`src/rtl/spi_i2s_seq_ctrl.sv`:
```
`default_nettype none
// ============================================================================
// Module      : spi_i2s_seq_ctrl
// Description : I2S master sequencer. It shadows the clock-generator config,
//               runs the WS/bit counters, and requests TX words ahead of time.
// Revision    : 1.0 - initial release
// ============================================================================
module spi_i2s_seq_ctrl #(
    parameter int DRAIN_CYC = 4
) (
    input  logic        pclk,
    input  logic        rst_n,
    input  logic        cfg_i2se,
    input  logic        cfg_i2sms,
    input  logic        cfg_chlen,
    input  logic [13:0] cfg_i2sdiv,
    input  logic        cfg_odd,
    input  logic        cfg_ckpol,
    input  logic        cfg_mckoe,
    input  logic        start,
    input  logic        stop,
    input  logic        bit_tick,
    input  logic        ld_ack,
    output logic        bsy,
    output logic        i2se_o,
    output logic        chlen_o,
    output logic        odd_o,
    output logic        ckpol_o,
    output logic        mckoe_o,
    output logic [13:0] i2sdiv_o,
    output logic        ws,
    output logic [4:0]  bit_cnt,
    output logic        ld_req,
    output logic        frame_done,
    output logic        udr_err
);

    localparam int DW = (DRAIN_CYC > 1) ? $clog2(DRAIN_CYC) : 1;
    localparam logic [DW-1:0] DRAIN_LAST = DW'(DRAIN_CYC - 1);

    typedef enum logic [1:0] {
        S_IDLE  = 2'd0,
        S_ARM   = 2'd1,
        S_RUN   = 2'd2,
        S_DRAIN = 2'd3
    } state_t;

    state_t          state_q;
    logic            bsy_q;
    logic            i2se_q;
    logic            chlen_q;
    logic            odd_q;
    logic            ckpol_q;
    logic            mckoe_q;
    logic [13:0]     i2sdiv_q;
    logic            ws_q;
    logic [4:0]      bit_cnt_q;
    logic            ld_req_q;
    logic            frame_done_q;
    logic            udr_err_q;
    logic            stop_pend_q;
    logic [DW-1:0]   drain_q;

    logic [4:0]      w_last;
    logic [4:0]      w_prelast;
    logic            w_stop_now;

    assign w_last     = chlen_q ? 5'd31 : 5'd15;
    assign w_prelast  = w_last - 5'd1;
    // A stop arriving on the wrap cycle itself must still be honoured there.
    assign w_stop_now = stop_pend_q | stop | ~cfg_i2se;

    always_ff @(posedge pclk or negedge rst_n) begin
        if (!rst_n) begin
            state_q      <= S_IDLE;
            bsy_q        <= 1'b0;
            i2se_q       <= 1'b0;
            chlen_q      <= 1'b0;
            odd_q        <= 1'b0;
            ckpol_q      <= 1'b0;
            mckoe_q      <= 1'b0;
            i2sdiv_q     <= 14'd0;
            ws_q         <= 1'b0;
            bit_cnt_q    <= 5'd0;
            ld_req_q     <= 1'b0;
            frame_done_q <= 1'b0;
            udr_err_q    <= 1'b0;
            stop_pend_q  <= 1'b0;
            drain_q      <= '0;
        end else begin
            frame_done_q <= 1'b0;
            case (state_q)
                S_IDLE: begin
                    i2se_q      <= cfg_i2se;
                    chlen_q     <= cfg_chlen;
                    odd_q       <= cfg_odd;
                    ckpol_q     <= cfg_ckpol;
                    mckoe_q     <= cfg_mckoe;
                    i2sdiv_q    <= cfg_i2sdiv;
                    bsy_q       <= 1'b0;
                    ws_q        <= 1'b0;
                    bit_cnt_q   <= 5'd0;
                    stop_pend_q <= 1'b0;
                    if (start && cfg_i2se && cfg_i2sms) begin
                        state_q   <= S_ARM;
                        bsy_q     <= 1'b1;
                        ld_req_q  <= 1'b1;
                        udr_err_q <= 1'b0;
                    end
                end
                S_ARM: begin
                    if (stop || !cfg_i2se) begin
                        stop_pend_q <= 1'b1;
                    end
                    if (ld_ack) begin
                        state_q  <= S_RUN;
                        ld_req_q <= 1'b0;
                    end
                end
                S_RUN: begin
                    if (stop || !cfg_i2se) begin
                        stop_pend_q <= 1'b1;
                    end
                    if (ld_req_q && ld_ack) begin
                        ld_req_q <= 1'b0;
                    end
                    if (bit_tick) begin
                        if (bit_cnt_q == w_last) begin
                            bit_cnt_q <= 5'd0;
                            ws_q      <= ~ws_q;
                            if (ld_req_q && !ld_ack) begin
                                udr_err_q <= 1'b1;
                            end
                            if (ws_q) begin
                                frame_done_q <= 1'b1;
                                if (w_stop_now) begin
                                    state_q  <= S_DRAIN;
                                    ld_req_q <= 1'b0;
                                    drain_q  <= '0;
                                end
                            end
                        end else begin
                            bit_cnt_q <= bit_cnt_q + 5'd1;
                            // An ack coinciding with the request satisfies it outright.
                            if (bit_cnt_q == w_prelast && !ld_req_q && !ld_ack) begin
                                ld_req_q <= 1'b1;
                            end
                        end
                    end
                end
                S_DRAIN: begin
                    if (drain_q == DRAIN_LAST) begin
                        state_q     <= S_IDLE;
                        bsy_q       <= 1'b0;
                        ws_q        <= 1'b0;
                        stop_pend_q <= 1'b0;
                    end else begin
                        drain_q <= drain_q + DW'(1);
                    end
                end
                default: begin
                    state_q <= S_IDLE;
                end
            endcase
        end
    end

    assign bsy        = bsy_q;
    assign i2se_o     = i2se_q;
    assign chlen_o    = chlen_q;
    assign odd_o      = odd_q;
    assign ckpol_o    = ckpol_q;
    assign mckoe_o    = mckoe_q;
    assign i2sdiv_o   = i2sdiv_q;
    assign ws         = ws_q;
    assign bit_cnt    = bit_cnt_q;
    assign ld_req     = ld_req_q;
    assign frame_done = frame_done_q;
    assign udr_err    = udr_err_q;

endmodule
`default_nettype wire

```
`config.mk`:
```
export PLATFORM = sky130hd
export DESIGN_NAME = spi_i2s_seq_ctrl
export DESIGN_NICKNAME = d
export VERILOG_FILES = /design/src/rtl/spi_i2s_seq_ctrl.sv
export SDC_FILE = /design/constraint.sdc
export NUM_CORES = 1
export LEC_CHECK = 0
export ABC_AREA = 1
export CAP_MARGIN = 5
export CORE_MARGIN = 2
export CORE_UTILIZATION = 45
export DETAILED_ROUTE_END_ITERATION = 8
export PLACE_DENSITY_LB_ADDON = 0.25
export SLEW_MARGIN = 20
export SYNTH_ARGS = -nofsm -noshare
export SYNTH_HDL_FRONTEND = slang
export SYNTH_SLANG_ARGS = --single-unit
```
`constraint.sdc`:
```
create_clock -name pclk -period 1.7 [get_ports pclk]
set_input_delay 0.425 -clock pclk [delete_from_list [all_inputs] [get_ports pclk]]
set_output_delay 0.425 -clock pclk [all_outputs]
set_load 0.05 [all_outputs]
```
==> flow_summary.json <==
{
  "status": "completed",
  "min_from": "i2sdiv_o[6]",
  "hpwl_um": 2790,
  "cp_data_arrival_time_ns": 1.71,
  "final.setup.tns_ns": 0,
  "diodes": 0,
  "place_ws_ns": 0.0408,
  "relSlewSlack_pct": 79.5,
  "post-route-cell-area_um2": 2570,
  "place_congestion": 0.859,
  "ir_drop_v": 0.00131,
  "fp-row-count": 22,
  "hold_viol_final": 0,
  "setup_ws_ns": 0.147,
  "clock_latency_ns": 0.28,
  "initial_utilization_pct": 47.4,
  "seq_area_frac_synth_pct": 48.7,
  "overflow": 0,
  "ctsLongestPathBuffers": 2,
  "yosys.area.top_type": "dfrtp_1",
  "io_buffers": 54,
  "hold_buffers": 0,
  "routedWlPerCell_um": 10.8,
  "htreeDepth": 2,
  "grt_max_degree": 35,
  "reg2reg_setup_slack_ns": 0.15,
  "syn_to_final_growth_pct": 47.3,
  "rr_worst_depth": 7,
  "worst_path_max_delay_cell": "dfrtp_2",
  "setup_viol": 0,
  "max_stage_delay_ns": 0.43,
  "grt_pass1_wl_um": 6380,
  "fp.dieW_um": 66.3,
  "synth_cells": 224,
  "path_clk_slew_ns": 0.07,
  "routed_wl_um": 3670,
  "timing.setup.critical_path_class": "flop to flop",
  "cp-start-kind": "flop",
  "die_y_um": 66.3,
  "grt_usage_pct": 18.6,
  "crit_path_end_kind": "flop",
  "clock-root-buffer": "clkbuf_8",
  "drc": 0,
  "required_ns": 1.86,
  "synth_top_area_share_pct": 48.7,
  "mostFrequentLayoutCells": "91 x nand2_1, 33 x dfrtp_1, 28 x buf_4",
  "regToRegEndpoint": "bit_cnt[2]",
  "postRouteAntennaNets": 0,
  "design.core.area_um2": 3690,
  "post-place-cells": 329,
  "period_share_pct": 91.3,
  "drt_pass1_iterations": 4,
  "maxCapViolCount": 0,
  "max_slew.worst_pin.slew_ns": 0.308,
  "stdcell_count": 339,
  "synth_nets": 259,
  "layout_commonest_cell": "nand2_1",
  "post_drt_via_cell_ratio": 4.61,
  "grt_antenna_before_repair": 0,
  "cts_buffers": 5,
  "pin_count": 55,
  "drtIter0Drc": 61,
  "synth-main-ff-cell": "dfrtp_1",
  "async_flop_share_pct": 100,
  "max_freq_mhz": 644,
  "numClockSinks": 34,
  "synth_area_per_cell_um2": 7.80,
  "final_nets": 325,
  "leakage_nw": 1.35,
  "synth_edf_count": 0,
  "critical_path_buf_inv_count": 3,
  "fin_hold_ws_ns": 0.473,
  "grt_pass1_vias": 1508,
  "synthesis.area_um2": 1750,
  "synth_area_leaders": "dfrtp_1 49%, nand2_1 20%, ha_1 6.4%, inv_1 5.6%, a21oi_1 2.9%",
  "placed_area_um2": 2440,
  "drive_above_1_share_pct": 19.9,
  "dieArea_um2": 4400,
  "cts_tree": "done",
  "cp_top_family": "flip-flops",
  "reg2reg_from": "state_q[1]",
  "synth-seq-cells": 34,
  "vias": 1564,
  "finClkSkew_ns": 0.00499,
  "fin_crit_ns": 1.55,
  "hold_class": "flop to flop",
  "rsz0062_at_grt": "no",
  "path_max_fanout": 8,
  "powerDensity_nw_per_um2": 2030,
  "synth_cell_types": 26,
  "hold_end": "i2sdiv_o[6]",
  "drv_slew": 0,
  "yosys_warnings": 0,
  "crit_chain": "inv_1, ha_1, inv_2, o21ai_2, inv_1, nor3_1, nor3_1",
  "hold_depth": 2
}
[Yosys cell counts, drive strengths merged, types with 2 or more instances]
master	instances
clkbuf	2
a21oi	11
buf	3
o21ai	7
ha	9
nand4	4
inv	28
nand3	6
nand2	94
nor3	6
dfrtp	34
nor2	14
[timing repair]
item	4_1_cts	5_1_grt
setup endpoints to repair	0	5
resized for setup	0	2
setup buffers	0	2
[cell type report]
class / instances / area (um2)
Clock buffer: 6 / 72.6
Clock inverter: 2 / 37.5
Fill cell: 317 / 1120
Inverter: 28 / 105
Multi-Input combinational cell: 157 / 764
Sequential cell: 34 / 852
Tap cell: 48 / 60.1
Timing Repair Buffer: 64 / 681
[where the power goes]
part,internal [mW],leakage [nW],switching (mW)
logic,1.10,0.866,2.01
registers,1.14,0.429,0.248
clock network,0.437,0.0514,0.281
total,2.68,1.35,2.54
[worst reg2reg max path: stages, from the launching register on]
cell,delay [ns]
dfrtp_2,0.43
inv_1,0.11
ha_1,0.22
inv_2,0.06
o21ai_2,0.27
inv_1,0.13
nor3_1,0.15
nor3_1,0.07
[stage by stage]
stage / total power, mW / util, %
after floorplan: 3.42 / -
final: 5.22 / 69.7
after detailed placement: 4.50 / 66.2
after CTS: 5.22 / 69.2
after global routing: 5.61 / 69.7
after global placement: 4.43 / 66.2
[sequential cells by signal, indices dropped and copies added (netlist names)]
| name | count |
|---|---|
| ckpol_o | 1 |
| ld_req | 1 |
| ws | 1 |
| bit_cnt | 5 |
| udr_err | 1 |
| state_q | 2 |
| odd_o | 1 |
| i2se_o | 1 |
| frame_done | 1 |
| stop_pend_q | 1 |
| chlen_o | 1 |
| bsy | 1 |
| i2sdiv_o | 14 |
| mckoe_o | 1 |
| drain_q | 2 |
[how the worst max path moves through the flow]
stage | startpoint | endpoint | slack, ns | depth (start not counted)
after CTS | state_q[1] | bit_cnt[2] | 0.1 | 6
after global placement | cfg_i2se | state_q[1] | 0.05 | 8
after floorplan | bit_cnt[1] | state_q[0] | 0.03 | 8
after global routing | state_q[1] | state_q[0] | 0.02 | 8
after detailed placement | cfg_i2se | state_q[1] | 0.04 | 8
final | state_q[1] | bit_cnt[2] | 0.15 | 7
[kinds of logic (layout without fill, tap and decap cells)]
group,count (synthesis),after routing,share of synthesized area (%)
buffers and inverters,33,100,7.66
flip-flops,34,34,48.7
AO/OA/AOI/OAI,21,21,7.02
AND/OR/NAND/NOR,127,127,30.2
adder cells (fa/ha/maj),9,9,6.45
[routing by layer]
metal	GRT usage [%]	part of all wire (%)	vias up
met5	0	0	-
met2	30.6	48	40
met3	5.28	5.8	6
met4	4.85	1.7	0
li1	-	-	832
met1	23.9	44	686
Power figures use the tool's default switching activity.
